$ cat src/rtl/bcd_count_ctrl.sv
// Start/pause/load sequencer for a chain of decade counter digits, with tick prescaler and terminal match.
// Define BCD_DOWN_COUNT_EN to add the `dir` input (1 = count down).
//
// state | meaning
// IDLE  | loaded or reset, waiting for start
// RUN   | prescaler running, count advances on each tick
// PAUSE | frozen, prescaler keeps its partial progress
// DONE  | count reached limit; start restarts from zero
module bcd_count_ctrl #(
  parameter int DIGITS   = 4,
  parameter int PRESCALE = 10
) (
  input  logic                  clk,
  input  logic                  clr,
  input  logic                  start,
  input  logic                  stop,
  input  logic                  load,
`ifdef BCD_DOWN_COUNT_EN
  input  logic                  dir,
`endif
  input  logic [4*DIGITS-1:0]   load_val,
  input  logic [4*DIGITS-1:0]   limit,
  output logic [4*DIGITS-1:0]   q,
  output logic                  tick,
  output logic [DIGITS-1:0]     carry,
  output logic                  busy,
  output logic                  done,
  output logic [1:0]            state
);

  localparam int PW = (PRESCALE > 1) ? $clog2(PRESCALE) : 1;
  localparam int W  = 4 * DIGITS;

  typedef enum logic [1:0] {
    S_IDLE  = 2'b00,
    S_RUN   = 2'b01,
    S_PAUSE = 2'b10,
    S_DONE  = 2'b11
  } state_t;

  state_t          st, st_nxt;
  logic [PW-1:0]   presc, presc_nxt;
  logic [W-1:0]    q_nxt, q_step, ld_clean;
  logic [DIGITS-1:0] carry_nxt, carry_step;
  logic            tick_nxt, done_nxt, presc_tc, down;

`ifdef BCD_DOWN_COUNT_EN
  assign down = dir;
`else
  assign down = 1'b0;
`endif

  assign presc_tc = (presc == PW'(PRESCALE - 1));
  assign state    = st;
  assign busy     = (st == S_RUN) || (st == S_PAUSE);

  // Non-BCD preset digits are forced to zero so the chain never holds an illegal code.
  always_comb begin
    ld_clean = '0;
    for (int i = 0; i < DIGITS; i++) begin
      if (load_val[4*i +: 4] <= 4'd9) ld_clean[4*i +: 4] = load_val[4*i +: 4];
    end
  end

  // Ripple increment/decrement: a digit moves only while every lower digit wrapped.
  always_comb begin
    logic       ripple;
    logic [3:0] dig;
    q_step     = q;
    carry_step = '0;
    ripple     = 1'b1;
    dig        = 4'd0;
    for (int i = 0; i < DIGITS; i++) begin
      dig = q[4*i +: 4];
      if (ripple) begin
        if (down) begin
          if (dig == 4'd0) begin
            q_step[4*i +: 4] = 4'd9;
            carry_step[i]    = 1'b1;
          end else begin
            q_step[4*i +: 4] = dig - 4'd1;
            ripple           = 1'b0;
          end
        end else begin
          if (dig >= 4'd9) begin
            q_step[4*i +: 4] = 4'd0;
            carry_step[i]    = 1'b1;
          end else begin
            q_step[4*i +: 4] = dig + 4'd1;
            ripple           = 1'b0;
          end
        end
      end
    end
  end

  always_comb begin
    st_nxt    = st;
    presc_nxt = presc;
    q_nxt     = q;
    tick_nxt  = 1'b0;
    carry_nxt = '0;
    done_nxt  = 1'b0;
    if (load) begin
      q_nxt     = ld_clean;
      presc_nxt = '0;
      st_nxt    = S_IDLE;
    end else begin
      unique case (st)
        S_IDLE, S_PAUSE: begin
          if (start && !stop) st_nxt = S_RUN;
        end
        S_RUN: begin
          if (stop) begin
            st_nxt = S_PAUSE;
          end else if (presc_tc) begin
            presc_nxt = '0;
            tick_nxt  = 1'b1;
            q_nxt     = q_step;
            carry_nxt = carry_step;
            if (q_step == limit) begin
              st_nxt   = S_DONE;
              done_nxt = 1'b1;
            end
          end else begin
            presc_nxt = presc + 1'b1;
          end
        end
        S_DONE: begin
          if (start && !stop) begin
            st_nxt = S_RUN;
            q_nxt  = '0;
          end
        end
        default: st_nxt = S_IDLE;
      endcase
    end
  end

  always_ff @(posedge clk) begin
    if (!clr) begin
      st    <= S_IDLE;
      presc <= '0;
      q     <= '0;
      tick  <= 1'b0;
      carry <= '0;
      done  <= 1'b0;
    end else begin
      st    <= st_nxt;
      presc <= presc_nxt;
      q     <= q_nxt;
      tick  <= tick_nxt;
      carry <= carry_nxt;
      done  <= done_nxt;
    end
  end

endmodule

$ cat config.mk
export PLATFORM = sky130hd
export DESIGN_NAME = bcd_count_ctrl
export DESIGN_NICKNAME = d
export VERILOG_FILES = /design/src/rtl/bcd_count_ctrl.sv
export SDC_FILE = /design/constraint.sdc
export NUM_CORES = 1
export LEC_CHECK = 0
export ABC_AREA = 1
export BUFFER_PORTS_ARGS = -buffer_cell sky130_fd_sc_hd__buf_2
export CAP_MARGIN = 20
export CELL_PAD_IN_SITES_DETAIL_PLACEMENT = 1
export CELL_PAD_IN_SITES_GLOBAL_PLACEMENT = 1
export CORE_MARGIN = 2
export CORE_UTILIZATION = 37
export CTS_BUF_LIST = sky130_fd_sc_hd__clkbuf_8
export CTS_CLUSTER_SIZE = 16
export DETAILED_ROUTE_END_ITERATION = 7
export HOLD_SLACK_MARGIN = 0.15
export PLACE_DENSITY_LB_ADDON = 0.1
export SYNTH_ARGS = -nofsm -noshare
export SYNTH_HDL_FRONTEND = slang
export SYNTH_SLANG_ARGS = --single-unit
$ cat constraint.sdc
create_clock -name clk -period 2.3 [get_ports clk]
set_clock_uncertainty 0.15 [all_clocks]
set_input_delay 0.46 -clock clk [delete_from_list [all_inputs] [get_ports clk]]
set_output_delay 0.46 -clock clk [all_outputs]
set_load 0.03 [all_outputs]
==> flow_summary.rst <==
.. list-table::
   :header-rows: 1

   * - Metric
     - Value
   * - Via count of the first global-routing pass
     - 2,618
   * - Clock tree from TritonCTS
     - done
   * - Warnings, synthesis
     - 0
   * - Filler Cell Count
     - 787
   * - Max-cap violations
     - 0
   * - Setup slack after placement
     - -0.1170 ns
   * - Clock H-tree levels
     - 1
   * - Highest-delay cell along the critical path
     - sky130_fd_sc_hd__dfxtp_4
   * - Crit path largest cell delay
     - 0.38 ns
   * - Hold Crit Class
     - in -> reg
   * - Die outline area
     - 6589 um^2
   * - Dpl cells
     - 492
   * - Largest cells by area after synthesis
     - sky130_fd_sc_hd__dfxtp_1 25%, sky130_fd_sc_hd__nand2_1 14%, sky130_fd_sc_hd__nand3_1 10%
   * - Cell-by-cell trace of the critical path
     - inv_2, ha_4, nand3b_1, nand2_2, buf_12, nor2_4, nand3_2, nand2_4, nand2_1, nand2_1, nand3_1, nor2_1, nand3_2, nand2_2, nand3_2, nand2_2, a21oi_1
   * - Latest clock arrival within the worst-skew pair
     - 0.28 ns
   * - Total inserted antenna cells
     - 0
   * - Highest clock rate
     - 431.2 MHz
   * - Root cell of the clock tree
     - sky130_fd_sc_hd__clkbuf_8
   * - Count of input and output buffers
     - 61
   * - Site row count
     - 28
   * - Power consumption
     - 1.418 mW
   * - Cell taking the most area after synthesis
     - sky130_fd_sc_hd__dfxtp_1
   * - Layout-stage area growth over the synthesis result
     - 44.63%
   * - Setup slack of the critical path after layout
     - -0.01914 ns
   * - Post-synth cell types
     - 32
   * - Number of instances on the worst hold path
     - 3
   * - Sinks on the clock net
     - 28
   * - Die boundary width
     - 81.17 um
   * - End of the worst register-to-register path
     - state[1]$_SDFFE_PP0P_
   * - Cts bufs inserted
     - 3
   * - Final-stage net count
     - 492
   * - Critical path arrival
     - 2.36 ns
   * - Post-synthesis cell area
     - 2203 um^2
   * - Largest net degree at the start of global routing
     - 17
   * - Critical path endpoint category
     - register
   * - Static leakage
     - 1.544 nW
   * - IR Drop Worst-Case VDD
     - 0.2623 mV
   * - Post-layout minimum cycle time
     - 2.319 ns
   * - Final clock period utilization by the worst path
     - 100.8%
   * - Number of iterations in the first detailed-routing pass
     - 5
   * - Total power divided by cell area
     - 445.0 nW/um^2
   * - Hold buffer count at CTS
     - 0
   * - DP Wirelength
     - 6084 um
   * - Post-Synthesis Cells
     - 343
   * - Wire length reported by the detailed router
     - 8687 um
   * - Global routing usage summed across all routing layers
     - 24.26%
   * - Clock-pin transition on the worst setup and hold timing paths
     - 0.11 ns
   * - Initial antenna violation count
     - 0
   * - IO Count
     - 62
   * - Max-Slew Margin vs Limit
     - 73.47%
   * - Average vias per placed instance
     - 5.307
   * - Drt wl/cell
     - 16.90 um
   * - Mean instance size in the synthesized netlist
     - 6.424 um^2
   * - Final setup violating endpoints
     - 2
   * - Bufs and invs on worst path
     - 2
   * - Number of remaining DRC errors
     - 0
   * - Worst reg2reg path startpoint
     - q[4]$_SDFFE_PN0P_
   * - Unrepaired setup endpoints after global routing
     - true
   * - Setup TNS
     - -0.01971 ns
   * - Deepest clock path buffer count
     - 2
   * - Fin. max-slew vios
     - 0
   * - Count of nets left with antenna violations after detail routing
     - 0
   * - Outcome
     - finished, violations left
   * - Routability cong.
     - 0.8976
   * - Starting density of the core
     - 37.66%
   * - Required time at the endpoint of the critical path
     - 2.34 ns
   * - CP delay by family, top
     - simple AND/OR/NAND/NOR gates
   * - Post-route worst hold slack
     - 0.2858 ns
   * - Number of register bits inferred by synthesis
     - 28
   * - Number of design-rule violations left by the first detailed-router iteration
     - 102
   * - Final Hold Violating Endpoints
     - 0
   * - First-pass GRT wire length
     - 12,290 um
   * - Total congestion overflow
     - 0
   * - Total vias in the final route
     - 2,728
   * - Hold path startpoint
     - load_val[6]
   * - Worst Setup Start Kind
     - register
   * - Area share of the leading cell type in the synthesized netlist
     - 25.44%
   * - Failing checks
     - setup timing
   * - Post-layout instance count excluding filler cells
     - 514
   * - Ratio of cells with drive above 1 in the final layout
     - 40.09%
   * - Core ar.
     - 5851 um^2
   * - Sequential element share of the synthesized area
     - 25.44%
   * - Setup slack on the worst flop-to-flop path
     - -0.02 ns
   * - WS Path Type
     - reg -> reg
   * - Logic depth of the worst register-to-register path
     - 17
   * - End point of the worst hold path
     - q[6]$_SDFFE_PN0P_
   * - Die height
     - 81.17 um
   * - Nets in the synthesized netlist
     - 394
   * - Worst slew pin tran
     - 0.3974 ns
   * - Maximum fanout count along the critical path
     - 4
-- tightest hold or removal path, stage by stage --
cell	delay [ns]
sky130_fd_sc_hd__buf_2	0.09
sky130_fd_sc_hd__a211oi_1	0.07
sky130_fd_sc_hd__nor2_1	0.07
-- routing by layer --
layer | global-route usage, % | vias up | routed length (um)
met2 | 41.74 | 69 | 4425
met1 | 32.35 | 1308 | 3800
met4 | 5.932 | 0 | 93
li1 | - | 1342 | -
met3 | 2.667 | 9 | 368
met5 | 0 | - | 0
-- Yosys cell counts, drive strengths merged --
library cell   n
nand2         88
inv           48
nand3         48
dfxtp         28
o21ai         28
nor2          27
ha            14
a21oi         11
a31oi         10
nand3b         9
clkbuf         6
xor2           6
nand4          5
nor3           5
a211oi         3
xnor2          2
nor4           1
o221ai         1
o22ai          1
o32ai          1
or3            1
-- flip-flops by register name, summed over array words and instances, names as in the netlist --
register and flops:
carry 4, state 2, tick 1, presc 4, q 16, done 1
-- power by group --
group          internal [mW]  switching [mW]  leakage [nW]
logic                  0.226           0.359          1.29
registers              0.509          0.0298         0.232
clock network          0.118           0.175        0.0216
total                  0.854           0.564          1.54
-- worst max-delay path by stage --
| stage | from | endpoint | slack, ns | depth (start not counted) |
|---|---|---|---|---|
| after global placement | q[5]$_SDFFE_PN0P_ | state[1]$_SDFFE_PP0P_ | 0.0006 | 17 |
| after floorplan | q[4]$_SDFFE_PN0P_ | done$_SDFF_PP0_ | 0.02 | 12 |
| after global routing | q[4]$_SDFFE_PN0P_ | state[1]$_SDFFE_PP0P_ | -0.16 | 17 |
| final | q[4]$_SDFFE_PN0P_ | state[1]$_SDFFE_PP0P_ | -0.02 | 17 |
| after CTS | q[0]$_SDFFE_PN0P_ | state[1]$_SDFFE_PP0P_ | 0.004 | 18 |
| after detailed placement | q[5]$_SDFFE_PN0P_ | state[1]$_SDFFE_PP0P_ | -0.12 | 17 |
-- through the flow --
stage	util, %	area [um^2]
floorplan	-	2203
global placement	46.54	2723
detailed placement	46.54	2723
CTS	48.93	2863
global route	54.47	3187
finish	54.47	3187
-- layout make-up --
cell class | count | area (um^2) | share of cell area (%)
clock buffer | 3 | 41.29 | 1.296
multi-input combinational | 263 | 1677 | 52.61
tap | 75 | 93.84 | 2.945
timing repair buffer | 97 | 604.3 | 18.96
sequential | 28 | 575.6 | 18.06
inverter | 48 | 195.2 | 6.125
-- repair_timing --
item,CTS,global route
hold endpoints to repair,0,0
cloned,1,1
setup buffers,3,14
pin swaps,6,30
setup endpoints to repair,2,19
gates resized for setup,12,64
-- kinds of logic after synthesis --
| kind of cell | synth area share [%] |
|---|---|
| AOI/OAI and AO/OA | 14.31 |
| xor gates and xnor gates | 3.180 |
| adders and majority gates | 7.950 |
| buffers and inverters | 9.426 |
| DFF | 25.44 |
| and+or+nand+nor | 39.69 |
-- placed cells by master, fill, tap and decap left out, types with 10 or more instances in the layout --
cell | synthesis | layout
sky130_fd_sc_hd__o21ai_0 | 26 | 25
sky130_fd_sc_hd__a31oi_1 | 10 | 10
sky130_fd_sc_hd__nand2_1 | 82 | 61
sky130_fd_sc_hd__nand2_2 | 4 | 20
sky130_fd_sc_hd__nor2_1 | 25 | 21
sky130_fd_sc_hd__buf_4 | 0 | 33
sky130_fd_sc_hd__inv_1 | 44 | 38
sky130_fd_sc_hd__a21oi_1 | 10 | 10
sky130_fd_sc_hd__buf_2 | 0 | 61
sky130_fd_sc_hd__nand3_1 | 46 | 39
sky130_fd_sc_hd__dfxtp_1 | 28 | 20
(Power assumes the default switching activity.)
